$ cat src/rtl/detection_event_logger.sv
// Timestamps upstream detection pulses with the serial-bit index and queues them in a
// show-ahead FIFO drained by valid/ready; also keeps a saturating count and sticky overflow.
module detection_event_logger #(
  parameter int IDX_W = 8,
  parameter int CNT_W = 8,
  parameter int DEPTH = 4
) (
  input  logic                       i_clk,
  input  logic                       i_rst_n,
  input  logic                       i_det_in,
  input  logic                       i_clear,
  input  logic                       i_evt_ready,
  output logic                       o_evt_valid,
  output logic [IDX_W-1:0]           o_evt_pos,
  output logic [CNT_W-1:0]           o_det_count,
  output logic                       o_overflow,
  output logic [$clog2(DEPTH):0]     o_fifo_level
);

  localparam int AW = $clog2(DEPTH);
  localparam int LW = AW + 1;

  logic [IDX_W-1:0] r_mem [DEPTH];
  logic [AW-1:0]    r_wr;
  logic [AW-1:0]    r_rd;
  logic [LW-1:0]    r_level;
  logic [IDX_W-1:0] r_bit_idx;
  logic [CNT_W-1:0] r_count;
  logic             r_ovf;

  logic w_empty;
  logic w_full;
  logic w_pop;
  logic w_push;

  assign w_empty = (r_level == '0);
  assign w_full  = (r_level == LW'(DEPTH));
  assign w_pop   = i_evt_ready & ~w_empty & ~i_clear;
  // A full FIFO still accepts a push when the head leaves in the same cycle.
  assign w_push  = i_det_in & ~i_clear & (~w_full | w_pop);

  always_ff @(posedge i_clk) begin
    if (w_push) r_mem[r_wr] <= r_bit_idx;
  end

  always_ff @(posedge i_clk or negedge i_rst_n) begin
    if (!i_rst_n) begin
      r_bit_idx <= '0;
      r_wr      <= '0;
      r_rd      <= '0;
      r_level   <= '0;
      r_count   <= '0;
      r_ovf     <= 1'b0;
    end else if (i_clear) begin
      // The clear cycle itself consumes index 0, so the next sampled bit is index 1.
      r_bit_idx <= IDX_W'(1);
      r_wr      <= '0;
      r_rd      <= '0;
      r_level   <= '0;
      r_count   <= '0;
      r_ovf     <= 1'b0;
    end else begin
      r_bit_idx <= r_bit_idx + 1'b1;
      if (w_push) r_wr <= r_wr + 1'b1;
      if (w_pop)  r_rd <= r_rd + 1'b1;
      case ({w_push, w_pop})
        2'b10:   r_level <= r_level + LW'(1);
        2'b01:   r_level <= r_level - LW'(1);
        default: r_level <= r_level;
      endcase
      if (i_det_in && (r_count != '1)) r_count <= r_count + 1'b1;
      if (i_det_in && w_full && !w_pop) r_ovf <= 1'b1;
    end
  end

  assign o_evt_valid  = ~w_empty;
  assign o_evt_pos    = w_empty ? '0 : r_mem[r_rd];
  assign o_det_count  = r_count;
  assign o_overflow   = r_ovf;
  assign o_fifo_level = r_level;

endmodule

$ cat config.mk
export PLATFORM = sky130hd
export DESIGN_NAME = detection_event_logger
export DESIGN_NICKNAME = d
export VERILOG_FILES = /design/src/rtl/detection_event_logger.sv
export SDC_FILE = /design/constraint.sdc
export NUM_CORES = 1
export LEC_CHECK = 0
export CAP_MARGIN = 20
export CORE_ASPECT_RATIO = 0.5
export CORE_MARGIN = 3
export CORE_UTILIZATION = 40
export CTS_BUF_LIST = sky130_fd_sc_hd__clkbuf_4 sky130_fd_sc_hd__clkbuf_8
export DETAILED_ROUTE_END_ITERATION = 12
export PLACE_DENSITY = 0.67
export SLEW_MARGIN = 25
export SYNTH_ARGS = -nofsm -noshare
export SYNTH_HDL_FRONTEND = slang
export SYNTH_SLANG_ARGS = --single-unit
$ cat constraint.sdc
create_clock -name i_clk -period 7.4 [get_ports i_clk]
set_clock_uncertainty 0.2 [all_clocks]
set_input_delay 1.48 -clock i_clk [delete_from_list [all_inputs] [get_ports i_clk]]
set_output_delay 1.48 -clock i_clk [all_outputs]
set_load 0.05 [all_outputs]
==> run metrics <==
post-cts resize count=0; area enclosed by the die boundary=roughly 7600 µm²; Final Hold Slack=around 320 ps; final worst-path cycle share=between 50 and 60%; max_slew headroom=59.21%; clock edge transition at the registers on the reported setup and hold paths=110 ps; post-CTS repair timing setup buffer count=0; Via density=5.159; vias in the first global route=~1,600; Reg2Reg Setup Slack=approximately 5000 ps; Final Setup Violations=0; Gate Count Post-Synth=189; Mapped Avg Cell Area=between 10 and 15 µm²; category of the critical setup timing path=flop to primary output; critical path startpoint=r_rd[0]; buffer type at the clock tree root=sky130_fd_sc_hd__clkbuf_8; crit path capture type=primary output; total via count in the routed design=between 1,500 and 2,000; Worst path slowest cell=sky130_fd_sc_hd__dfrtp_1; post-synthesis async set-or-reset flop share=a little over two fifths; total half-perimeter wirelength after legalization and detailed placement=slightly above 3 mm; nets in the synthesized netlist=201; input/output buffers=25; type of the worst min-delay path=flop to flop; number of routed nets with antenna violations=0; RSZ-0062 raised after global routing=false; worst path cell trace=mux4_2 > and2b_1 > clkdlybuf4s50_1; Total Routing Usage GR=around an eighth; layer with the highest usage after global routing=met2; number of hold buffers added after CTS=0; starting density of the core=a little over two fifths; Setup TNS Final=0 ps; depth of the worst register-to-register path=6; number of non-filler instances in the completed layout=~300; GRT met3 Usage=under 10%; wire length of the first global-routing pass=between 7 and 8 mm; first-iteration detailed-routing DRC count=93; Cell variety after synth=between 40 and 50; status=completed; post-route DRC violation count=0; power share of the clock group=25.3%; initial antenna violation count=0; CTS Buffer Depth=2; cell count after placement=around 300; Boundary Pins=26; maximum achievable frequency=between 200 and 250 MHz; maximum number of pins on one net before global-route repair=30; worst-margin pin slew=roughly 610 ps; number of enable flip-flop cells after synthesis=32; total number of H-tree levels=2; NetSw=between 200 and 250 µW; Slew Viols, Final=0; startpoint kind of the worst setup timing path=flop; width of the die=roughly 120 µm; Core Footprint=6206 µm²; number of max-capacitance violations reported=0; clock buffers created by TritonCTS=5; wire length per cell=15.19 µm; worst r2r dst=o_fifo_level[2]; Leak Pwr=1.102 nW; ys flop type=sky130_fd_sc_hd__edfxtp_1; Final Hold Violating Endpoints=0; fraction of power consumed by sequential logic=a little over half; switching share of power=approximately 31%; global-route track usage on met2=between 20% and 30%; clock latency at the later pin of the worst-skew pair=310 ps; source of the worst register-to-register timing path=o_fifo_level[0]; post-route minimum period=about 4200 ps; Total Nets Final=~230; Internal Dissipation=~470 µW; overall die height=63.20 µm; total congestion overflow=0; critical path arrival=between 2000 and 2500 ps; met1 usage=between 10% and 20%; Sinks on Clock Net=56; power per unit of standard cell area=226.4 nW/µm²; area added between synthesis and finish=15.82%; post-synthesis sequential element count=56; placer congestion estimate=0.7367; antenna diode instance count=0; Core Rows=20; share of power burned in combinational logic=between 20 and 25%; Ys Warns=0; Max Fanout on Critical Path=10; critical path endpoint=o_evt_pos[2]; synthesized cell area=around 2600 µm²; CTS tree=built; 1st-pass router iterations=4; worst IR drop on VDD=0.0001006 V; final wirelength=between 4 and 5 mm; largest stage delay on the critical path=740 ps; data required time of the worst path=about 5700 ps; share of post-route cells with drive strength above 1=~13%; part of the Yosys area used for sequential elements=approximately 60%
==> cells in the mapped netlist (all sizes together), types with 2 or more instances <==
| cell type | instances | area [µm²] |
|---|---|---|
| ha | 6 | 75.07 |
| and2b | 5 | 37.54 |
| or3 | 4 | 25.02 |
| nor2 | 9 | 33.78 |
| dfrtp | 24 | 600.6 |
| mux2 | 3 | 37.53 |
| a21oi | 11 | 55.05 |
| and4 | 3 | 27.53 |
| xnor2 | 2 | 17.52 |
| edfxtp | 32 | 960.9 |
| nand4 | 2 | 12.51 |
| nor2b | 6 | 37.54 |
| nand2b | 3 | 18.77 |
| o21bai | 2 | 15.01 |
| mux4 | 8 | 180.2 |
| and2 | 4 | 25.02 |
| o21ai | 6 | 30.03 |
| inv | 5 | 18.77 |
| o2111ai | 2 | 17.52 |
| nand3 | 9 | 45.04 |
| nor3 | 5 | 30.03 |
| clkbuf | 4 | 15.01 |
| a31oi | 3 | 18.77 |
| xor2 | 5 | 43.79 |
| nor4b | 3 | 41.29 |
| buf | 7 | 50.05 |
| nand2 | 3 | 11.26 |
==> worst min-delay path by stage <==
| stage | to | slack, ps | depth (start not counted) | from |
|---|---|---|---|---|
| finish | o_overflow | 320 | 2 | o_overflow |
| detailed placement | o_overflow | 290 | 2 | o_overflow |
| CTS | o_overflow | 320 | 2 | o_overflow |
| global route | o_overflow | 350 | 2 | o_overflow |
| floorplan | r_mem[0][7] | 280 | 0 | r_bit_idx[7] |
| global placement | o_overflow | 280 | 2 | o_overflow |
==> kinds of logic (layout without fill, tap and decap cells) <==
family | count (synthesis) | in the layout | synth area share (%)
and+or+nand+nor | 60 | 60 | 14.44
DFF | 56 | 56 | 59.66
AOI/OAI and AO/OA | 31 | 31 | 8.031
buffers and inverters | 16 | 41 | 3.203
muxes | 12 | 12 | 8.699
adders and majority gates | 7 | 7 | 3.633
xor gates and xnor gates | 7 | 7 | 2.342
==> final cells by class <==
cell class,count,area [µm²]
Fill cell,570,3174
Sequential cell,56,1562
Multi-Input combinational cell,117,972.2
Timing Repair Buffer,28,272.8
Tap cell,88,110.1
Clock buffer,5,68.82
Clock inverter,3,27.53
Inverter,5,18.77
==> power groups by stage <==
stage	Clock (mW)	Sequential, mW	Combinational (mW)
final	0.174	0.365	0.148
after global routing	0.191	0.369	0.158
after CTS	0.179	0.366	0.151
after detailed placement	0	0.372	0.150
after global placement	0	0.371	0.148
after floorplan	0	0.369	0.105
==> cell usage in the layout (no fill, tap or decap), types with 2 or more instances in the layout <==
cell type,n
sky130_fd_sc_hd__xnor2_1,2
sky130_fd_sc_hd__nor3_1,4
sky130_fd_sc_hd__nand4_1,2
sky130_fd_sc_hd__clkdlybuf4s50_1,25
sky130_fd_sc_hd__a31oi_1,3
sky130_fd_sc_hd__xor2_1,5
sky130_fd_sc_hd__dfrtp_1,24
sky130_fd_sc_hd__a21oi_1,11
sky130_fd_sc_hd__and4_1,2
sky130_fd_sc_hd__o2111ai_1,2
sky130_fd_sc_hd__nor4b_1,2
sky130_fd_sc_hd__inv_1,5
sky130_fd_sc_hd__mux4_2,8
sky130_fd_sc_hd__o21ai_0,6
sky130_fd_sc_hd__nand3_1,9
sky130_fd_sc_hd__edfxtp_1,32
sky130_fd_sc_hd__ha_1,6
sky130_fd_sc_hd__nand2_1,3
sky130_fd_sc_hd__and2b_1,5
sky130_fd_sc_hd__clkbuf_8,5
sky130_fd_sc_hd__nor2_1,9
sky130_fd_sc_hd__mux2_2,2
sky130_fd_sc_hd__buf_4,3
sky130_fd_sc_hd__or3_1,4
sky130_fd_sc_hd__o21bai_1,2
sky130_fd_sc_hd__nor2b_1,6
sky130_fd_sc_hd__and2_1,4
sky130_fd_sc_hd__nand2b_1,3
==> registers in the layout, indices dropped and copies added, names as in the netlist <==
| signal | flops |
|---|---|
| o_overflow | 1 |
| o_det_count | 8 |
| r_bit_idx | 8 |
| r_wr | 2 |
| o_fifo_level | 3 |
| r_mem | 32 |
| r_rd | 2 |
==> worst max-delay path: cells and delay by family, from the launching register on <==
kind | cells | cell delay (ps)
DFF | 1 | 740
buffers and inverters | 1 | 690
muxes | 1 | 570
and+or+nand+nor | 1 | 160
==> metrics by stage <==
step | util (%) | total power, mW | setup WS (ps) | cell area, µm²
after floorplan | - | 0.4739 | 3942 | 2618
after global placement | 47.30 | 0.5189 | 3551 | 2935
after detailed placement | 47.30 | 0.5223 | 3479 | 2935
after CTS | 48.85 | 0.6951 | 3170 | 3032
after global routing | 48.85 | 0.7172 | 3073 | 3032
final | 48.85 | 0.6863 | 3233 | 3032
==> metal layers <==
metal  wire length (µm)  part of all wire [%]
met1               2194                    48
met2               2225                    49
met3                153                   3.3
met4                 13                  0.28
met5                  0                     0
No activity file was read; power rests on OpenSTA's default activity.
